`src/rtl/mc_ctrl_pkg.sv`:
```
// Shared types and constants for the multicycle MIPS control unit.
//   state_t  : FSM state encoding (visible on the debug state port)
//   OP_*     : opcode field values decoded in DECODE
//   ALU_*, SRCB_*, PCSRC_* : datapath mux/ALU encodings
//   ctrl_t   : bundle of all Moore-decoded datapath controls
//   decode_next() : DECODE-state dispatch on the opcode
package mc_ctrl_pkg;

    typedef enum logic [3:0] {
        S_FETCH  = 4'd0,
        S_DECODE = 4'd1,
        S_MEMADR = 4'd2,
        S_MEMRD  = 4'd3,
        S_MEMWB  = 4'd4,
        S_MEMWR  = 4'd5,
        S_EXEC   = 4'd6,
        S_ALUWB  = 4'd7,
        S_BEQ    = 4'd8,
        S_JUMP   = 4'd9,
        S_ADDIEX = 4'd10,
        S_ADDIWB = 4'd11,
        S_BNE    = 4'd12,
        S_TRAP   = 4'd13
    } state_t;

    localparam logic [5:0] OP_RTYPE = 6'b000000;
    localparam logic [5:0] OP_LW    = 6'b100011;
    localparam logic [5:0] OP_SW    = 6'b101011;
    localparam logic [5:0] OP_BEQ   = 6'b000100;
    localparam logic [5:0] OP_J     = 6'b000010;
    localparam logic [5:0] OP_ADDI  = 6'b001000;
    localparam logic [5:0] OP_BNE   = 6'b000101;

    localparam logic [1:0] ALU_ADD   = 2'b00;
    localparam logic [1:0] ALU_SUB   = 2'b01;
    localparam logic [1:0] ALU_FUNCT = 2'b10;

    localparam logic [1:0] SRCB_B      = 2'b00;
    localparam logic [1:0] SRCB_FOUR   = 2'b01;
    localparam logic [1:0] SRCB_IMM    = 2'b10;
    localparam logic [1:0] SRCB_IMM_SH = 2'b11;

    localparam logic [1:0] PCSRC_ALU    = 2'b00;
    localparam logic [1:0] PCSRC_ALUOUT = 2'b01;
    localparam logic [1:0] PCSRC_JUMP   = 2'b10;

    typedef struct packed {
        logic       pc_write;
        logic       pc_write_cond;
        logic       iord;
        logic       mem_read;
        logic       mem_write;
        logic       ir_write;
        logic       mem_to_reg;
        logic       alu_src_a;
        logic       reg_write;
        logic       reg_dst;
        logic       branch_ne;
        logic [1:0] alu_op;
        logic [1:0] alu_src_b;
        logic [1:0] pc_source;
    } ctrl_t;

    // Disabled optional opcodes fall through to the trap state.
    function automatic logic [3:0] decode_next(input logic [5:0] op,
                                               input bit en_addi,
                                               input bit en_bne);
        case (op)
            OP_RTYPE:     return S_EXEC;
            OP_LW, OP_SW: return S_MEMADR;
            OP_BEQ:       return S_BEQ;
            OP_J:         return S_JUMP;
            OP_ADDI:      return en_addi ? S_ADDIEX : S_TRAP;
            OP_BNE:       return en_bne ? S_BNE : S_TRAP;
            default:      return S_TRAP;
        endcase
    endfunction

endpackage

```
`src/rtl/mc_ctrl_decode.sv`:
```
// Combinational state -> datapath control decode.
//   state     : current FSM state (4 bits, includes unused codes 14/15)
//   mem_ready : effective memory-ready (gates IR/PC write in FETCH)
//   ctrl      : all datapath controls; unlisted controls are 0
module mc_ctrl_decode
    import mc_ctrl_pkg::*;
(
    input  logic [3:0] state,
    input  logic       mem_ready,
    output ctrl_t      ctrl
);

    always_comb begin
        ctrl = '0;
        case (state)
            S_FETCH: begin
                ctrl.mem_read  = 1'b1;
                ctrl.alu_src_b = SRCB_FOUR;
                // PC+4 and IR load only commit on the cycle the fetch completes
                ctrl.ir_write  = mem_ready;
                ctrl.pc_write  = mem_ready;
            end
            S_DECODE: ctrl.alu_src_b = SRCB_IMM_SH;
            S_MEMADR, S_ADDIEX: begin
                ctrl.alu_src_a = 1'b1;
                ctrl.alu_src_b = SRCB_IMM;
            end
            S_MEMRD: begin
                ctrl.mem_read = 1'b1;
                ctrl.iord     = 1'b1;
            end
            S_MEMWB: begin
                ctrl.reg_write  = 1'b1;
                ctrl.mem_to_reg = 1'b1;
            end
            S_MEMWR: begin
                ctrl.mem_write = 1'b1;
                ctrl.iord      = 1'b1;
            end
            S_EXEC: begin
                ctrl.alu_src_a = 1'b1;
                ctrl.alu_op    = ALU_FUNCT;
            end
            S_ALUWB: begin
                ctrl.reg_write = 1'b1;
                ctrl.reg_dst   = 1'b1;
            end
            S_ADDIWB: ctrl.reg_write = 1'b1;
            S_BEQ, S_BNE: begin
                ctrl.alu_src_a     = 1'b1;
                ctrl.alu_op        = ALU_SUB;
                ctrl.pc_write_cond = 1'b1;
                ctrl.pc_source     = PCSRC_ALUOUT;
                ctrl.branch_ne     = (state == S_BNE);
            end
            S_JUMP: begin
                ctrl.pc_write  = 1'b1;
                ctrl.pc_source = PCSRC_JUMP;
            end
            default: ; // TRAP and unused encodings drive nothing
        endcase
    end

endmodule

```
`src/rtl/multicycle_ctrl_fsm.sv`:
```
// Multicycle MIPS control unit: owns the state register, next-state logic,
// sticky illegal-opcode flag and retired-instruction counter.
//   clk, reset      : rising-edge clock, synchronous active-high reset
//   op              : IR[31:26], stable while in DECODE/MEMADR
//   mem_ready       : memory access completes this cycle
//   PCWrite..PCSource : Moore-decoded datapath controls
//   state           : current state (debug)
//   illegal_op      : sticky, set on leaving TRAP (or 14/15), cleared by reset
//   instr_count     : retired instructions, wraps at 2^CNT_W
module multicycle_ctrl_fsm
    import mc_ctrl_pkg::*;
#(
    parameter bit ENABLE_ADDI = 1'b1,
    parameter bit ENABLE_BNE  = 1'b1,
    parameter bit MEM_WAIT    = 1'b1,
    parameter int CNT_W       = 16
) (
    input  logic             clk,
    input  logic             reset,
    input  logic [5:0]       op,
    input  logic             mem_ready,
    output logic             PCWrite,
    output logic             PCWriteCond,
    output logic             IorD,
    output logic             MemRead,
    output logic             MemWrite,
    output logic             IRWrite,
    output logic             MemtoReg,
    output logic             ALUSrcA,
    output logic             RegWrite,
    output logic             RegDst,
    output logic             BranchNe,
    output logic [1:0]       ALUOp,
    output logic [1:0]       ALUSrcB,
    output logic [1:0]       PCSource,
    output logic [3:0]       state,
    output logic             illegal_op,
    output logic [CNT_W-1:0] instr_count
);

    logic [3:0] st;
    logic       rdy;
    ctrl_t      ctrl;

    assign rdy = MEM_WAIT ? mem_ready : 1'b1;

    always_ff @(posedge clk) begin
        if (reset) begin
            st          <= S_FETCH;
            illegal_op  <= 1'b0;
            instr_count <= '0;
        end else begin
            case (st)
                S_FETCH:  if (rdy) st <= S_DECODE;
                S_DECODE: st <= decode_next(op, ENABLE_ADDI, ENABLE_BNE);
                S_MEMADR: st <= (op == OP_LW) ? S_MEMRD : S_MEMWR;
                S_MEMRD:  if (rdy) st <= S_MEMWB;
                S_MEMWR: if (rdy) begin
                    st          <= S_FETCH;
                    instr_count <= instr_count + CNT_W'(1);
                end
                S_EXEC:   st <= S_ALUWB;
                S_ADDIEX: st <= S_ADDIWB;
                S_MEMWB, S_ALUWB, S_ADDIWB, S_BEQ, S_BNE, S_JUMP: begin
                    st          <= S_FETCH;
                    instr_count <= instr_count + CNT_W'(1);
                end
                // TRAP and unreachable codes 14/15: recover, flag, don't retire
                default: begin
                    st         <= S_FETCH;
                    illegal_op <= 1'b1;
                end
            endcase
        end
    end

    mc_ctrl_decode u_dec (
        .state     (st),
        .mem_ready (rdy),
        .ctrl      (ctrl)
    );

    // Write enables are held off while reset is asserted so an abandoned
    // instruction cannot touch architectural state.
    assign PCWrite     = ctrl.pc_write      & ~reset;
    assign PCWriteCond = ctrl.pc_write_cond & ~reset;
    assign MemWrite    = ctrl.mem_write     & ~reset;
    assign IRWrite     = ctrl.ir_write      & ~reset;
    assign RegWrite    = ctrl.reg_write     & ~reset;
    assign IorD        = ctrl.iord;
    assign MemRead     = ctrl.mem_read;
    assign MemtoReg    = ctrl.mem_to_reg;
    assign ALUSrcA     = ctrl.alu_src_a;
    assign RegDst      = ctrl.reg_dst;
    assign BranchNe    = ctrl.branch_ne;
    assign ALUOp       = ctrl.alu_op;
    assign ALUSrcB     = ctrl.alu_src_b;
    assign PCSource    = ctrl.pc_source;
    assign state       = st;

endmodule

```
`config.mk`:
```
export PLATFORM = sky130hd
export DESIGN_NAME = multicycle_ctrl_fsm
export DESIGN_NICKNAME = d
export VERILOG_FILES = /design/src/rtl/mc_ctrl_pkg.sv /design/src/rtl/mc_ctrl_decode.sv /design/src/rtl/multicycle_ctrl_fsm.sv
export SDC_FILE = /design/constraint.sdc
export NUM_CORES = 1
export LEC_CHECK = 0
export BUFFER_PORTS_ARGS = -buffer_cell sky130_fd_sc_hd__buf_2
export CORE_MARGIN = 8
export CORE_UTILIZATION = 50
export CTS_CLUSTER_DIAMETER = 100
export DETAILED_ROUTE_END_ITERATION = 12
export PLACE_DENSITY = 0.82
export SYNTH_ARGS = -nofsm -noshare
export SYNTH_HDL_FRONTEND = slang
export SYNTH_SLANG_ARGS = --single-unit
```
`constraint.sdc`:
```
create_clock -name clk -period 3.4 [get_ports clk]
set_clock_uncertainty 0.2 [all_clocks]
set_input_delay 0 -clock clk [delete_from_list [all_inputs] [get_ports clk]]
set_output_delay 0 -clock clk [all_outputs]
set_load 0.005 [all_outputs]
```
==> results by group <==
Clock network
  • Setup Fix Bufs, Post-CTS: 0
  • Worst-Skew Late Latency: 0.31 ns
  • Clk root buf: clkbuf_4
  • CTS tree: done
  • Total CTS buffers: 3
  • H-Tree Depth: 1
  • Max Root-Sink Buffers: 2
  • Clock sinks: 21
  • Clock Pin Slew Worst Setup and Hold Paths: 0.12 ns

Worst setup path
  • Crit. End Element: flop
  • CP max-delay cell: or4_1
  • CP max stage delay: 0.90 ns
  • Required @ worst endpoint: 3.40 ns
  • Critical path peak fanout: 27
  • Worst path bufs/invs: 0
  • Worst path top cell family by delay: simple AND/OR/NAND/NOR gates
  • Setup CP Type: flop to flop
  • Crit start category: flop
  • Worst-path cell chain: nor2_1 > or4_1 > nor4b_2 > mux2_1
  • WP data arrival: 2.77 ns

Yosys
  • Seq/Total Area, Yosys: 0.304
  • Mapped cell area: 1380 um^2
  • Top_reg_cell synth: dfxtp_1
  • Synth cell types: 41
  • Syn_area_per_cell: 7.47 um^2
  • Ys async rst share: 0
  • Syn_nets: 195
  • Yosys top cell area share: 0.304
  • Most frequent cell after synthesis: dfxtp_1
  • Flops & latches, synth: 21
  • YS warnings: 0
  • Most frequent cells after synthesis: dfxtp_1 (21), a21oi_1 (20), nor2_1 (19)
  • Number of flops mapped to enable cells by yosys: 0
  • Leading post-synthesis cells by cell area: dfxtp_1 (30%), a21oi_1 (7.2%), or4_1 (5.4%), nor2_1 (5.2%), o31ai_1 (4.9%)
  • Leading area contributor after synthesis: dfxtp_1
  • Synthesized instance count: 185

Global routing
  • Largest net degree at the start of global routing: 31
  • First-pass GRT wire length: 6090 um
  • Initial antenna violation count: 0
  • Vias in the first global route: 1358
  • Total track usage: 0.162
  • GRT overflow: 0

Power
  • Comb power frac: 0.276
  • Leakage power: 0.698 nW
  • Sequential fraction of design power: 0.496
  • Pint: 0.358 mW
  • P_sw: 0.176 mW
  • Share of total power in the clock network: 0.229
  • Maximum vdd ir drop: 232 uV
  • Power per cell area: 316 nW/um^2
  • Sw Ratio: 0.329

Timing
  • Post-layout min period: 2.77 ns
  • Unrepaired setup endpoints after global routing: false
  • Fin crit share: 0.814
  • Hold Slack: 0.0348 ns
  • Total negative slack: 0 ns
  • Slew margin rel.: 0.471
  • Worst slew pin tran: 0.793 ns
  • Final hold violations: 0
  • Max Transition Viols Final: 0
  • Fmax: 361 MHz
  • Setup-failing EPs final: 0

Drt
  • Via count: 1538
  • Antenna Nets Post-Route: 0
  • DR pass1 iterations: 4
  • Via/cell ratio: 5.92
  • Drt total wl: 3660 um
  • Routed wire per std cell: 14.1 um
  • DR DRC count: 0
  • DRT iter0 DRCs: 68

Floorplan
  • CORE AREA: 2690 um^2
  • Row cnt: 19
  • Ports: 47
  • Die height: 68.6 um
  • Die W: 68.6 um
  • Initial Util: 0.515
  • Die ar.: 4700 um^2

Cells and area
  • Ant diodes: 0
  • Fillers: 257
  • Core Util, Final: 0.629
  • Final #Nets: 240
  • Fin cells: 260
  • Area growth, synth to finish: 22.3%
  • Fraction of layout cells with a size suffix above 1: 0.245

Outcome
  • Outcome: complete, no violations

Placement
  • GP Congestion: 0.869
  • Cell Count Post-Placement: 250
  • Detailed placement HPWL: 2570 um
  • # port buffers: 46

Min path
  • Hold WC Path Type: primary input to flop

Flow run
  • Max-Cap Viols: 0
==> stage by stage <==
| stage | setup WS [ns] | area, um^2 | power [mW] |
|---|---|---|---|
| floorplan | 1.14 | 1380 | 0.368 |
| global route | 0.461 | 1690 | 0.566 |
| detailed placement | 0.685 | 1600 | 0.412 |
| global placement | 0.728 | 1600 | 0.411 |
| CTS | 0.637 | 1690 | 0.540 |
| finish | 0.631 | 1690 | 0.534 |
==> path summary, 6_finish.rpt <==
kind	start	cells after the start	slack (ns)	to
worst max-delay path	state[3]	4	0.63	instr_count[15]
worst min-delay path	mem_ready	4	0.03	state[0]
worst max register to register	state[3]	4	0.63	instr_count[15]
worst min register to register	illegal_op	2	0.29	illegal_op
==> layout make-up <==
class	count	area, um^2	share of cell area
clock buffer	3	22.5	0.0133
clock inverter	1	5.00	0.00296
inverter	7	26.3	0.0155
multi-input combinational	143	872	0.516
sequential	21	420	0.249
tap	31	38.8	0.0229
timing repair buffer	54	305	0.181
==> worst reg2reg max path: stages (launching register included) <==
cell and delay [ns]:
dfxtp_1 0.67, nor2_1 0.12, or4_1 0.90, nor4b_2 0.41, mux2_1 0.36
==> registers in the layout (all words and copies together), names as in the netlist <==
register	flops
illegal_op	1
state	4
instr_count	16
==> power by group through the flow <==
stage / logic, mW / clock network (mW) / registers, mW
final: 0.147 / 0.122 / 0.265
after floorplan: 0.0997 / 0 / 0.268
after detailed placement: 0.142 / 0 / 0.270
after CTS: 0.148 / 0.127 / 0.265
after global placement: 0.141 / 0 / 0.270
after global routing: 0.164 / 0.135 / 0.266
==> layout by cell type (no fill, tap or decap), types with 3 or more instances in the layout <==
master         instances
nand2b_1               6
nand2_1                8
dlygate4sd3_1          6
nor4_1                 4
nor3_1                11
o21ai_0                3
clkbuf_4               3
inv_1                  7
dfxtp_1               21
a21oi_1               20
or3_1                  5
nor2_1                19
nand4_1                5
mux2i_1                3
and3_1                 4
buf_2                 46
or4_1                 10
o31ai_1                9
nand3_1                6
o21ai_1                4
==> per-layer routing <==
layer  routed length (um)  GRT usage
met1                 1660      0.202
met2                 1730      0.264
met3                  234     0.0501
met4                   34     0.0435
met5                    0          0
==> kinds of logic (layout without fill, tap and decap cells) <==
family          after synthesis  in the layout  share of synthesized area
flops                        21             21                      0.304
fa+ha+maj                     1              1                    0.00905
xor+xnor                      3              3                     0.0190
compound gates               49             49                      0.227
buf+inv                      21             65                     0.0652
mux                           4              4                     0.0299
simple gates                 86             86                      0.346
==> repair_timing <==
item / 4_1_cts / 5_1_grt
resized for setup: 0 / 0
endpoints found under the hold margin: 18 / 0
hold buffers: 6 / 0
(Power assumes the default switching activity.)
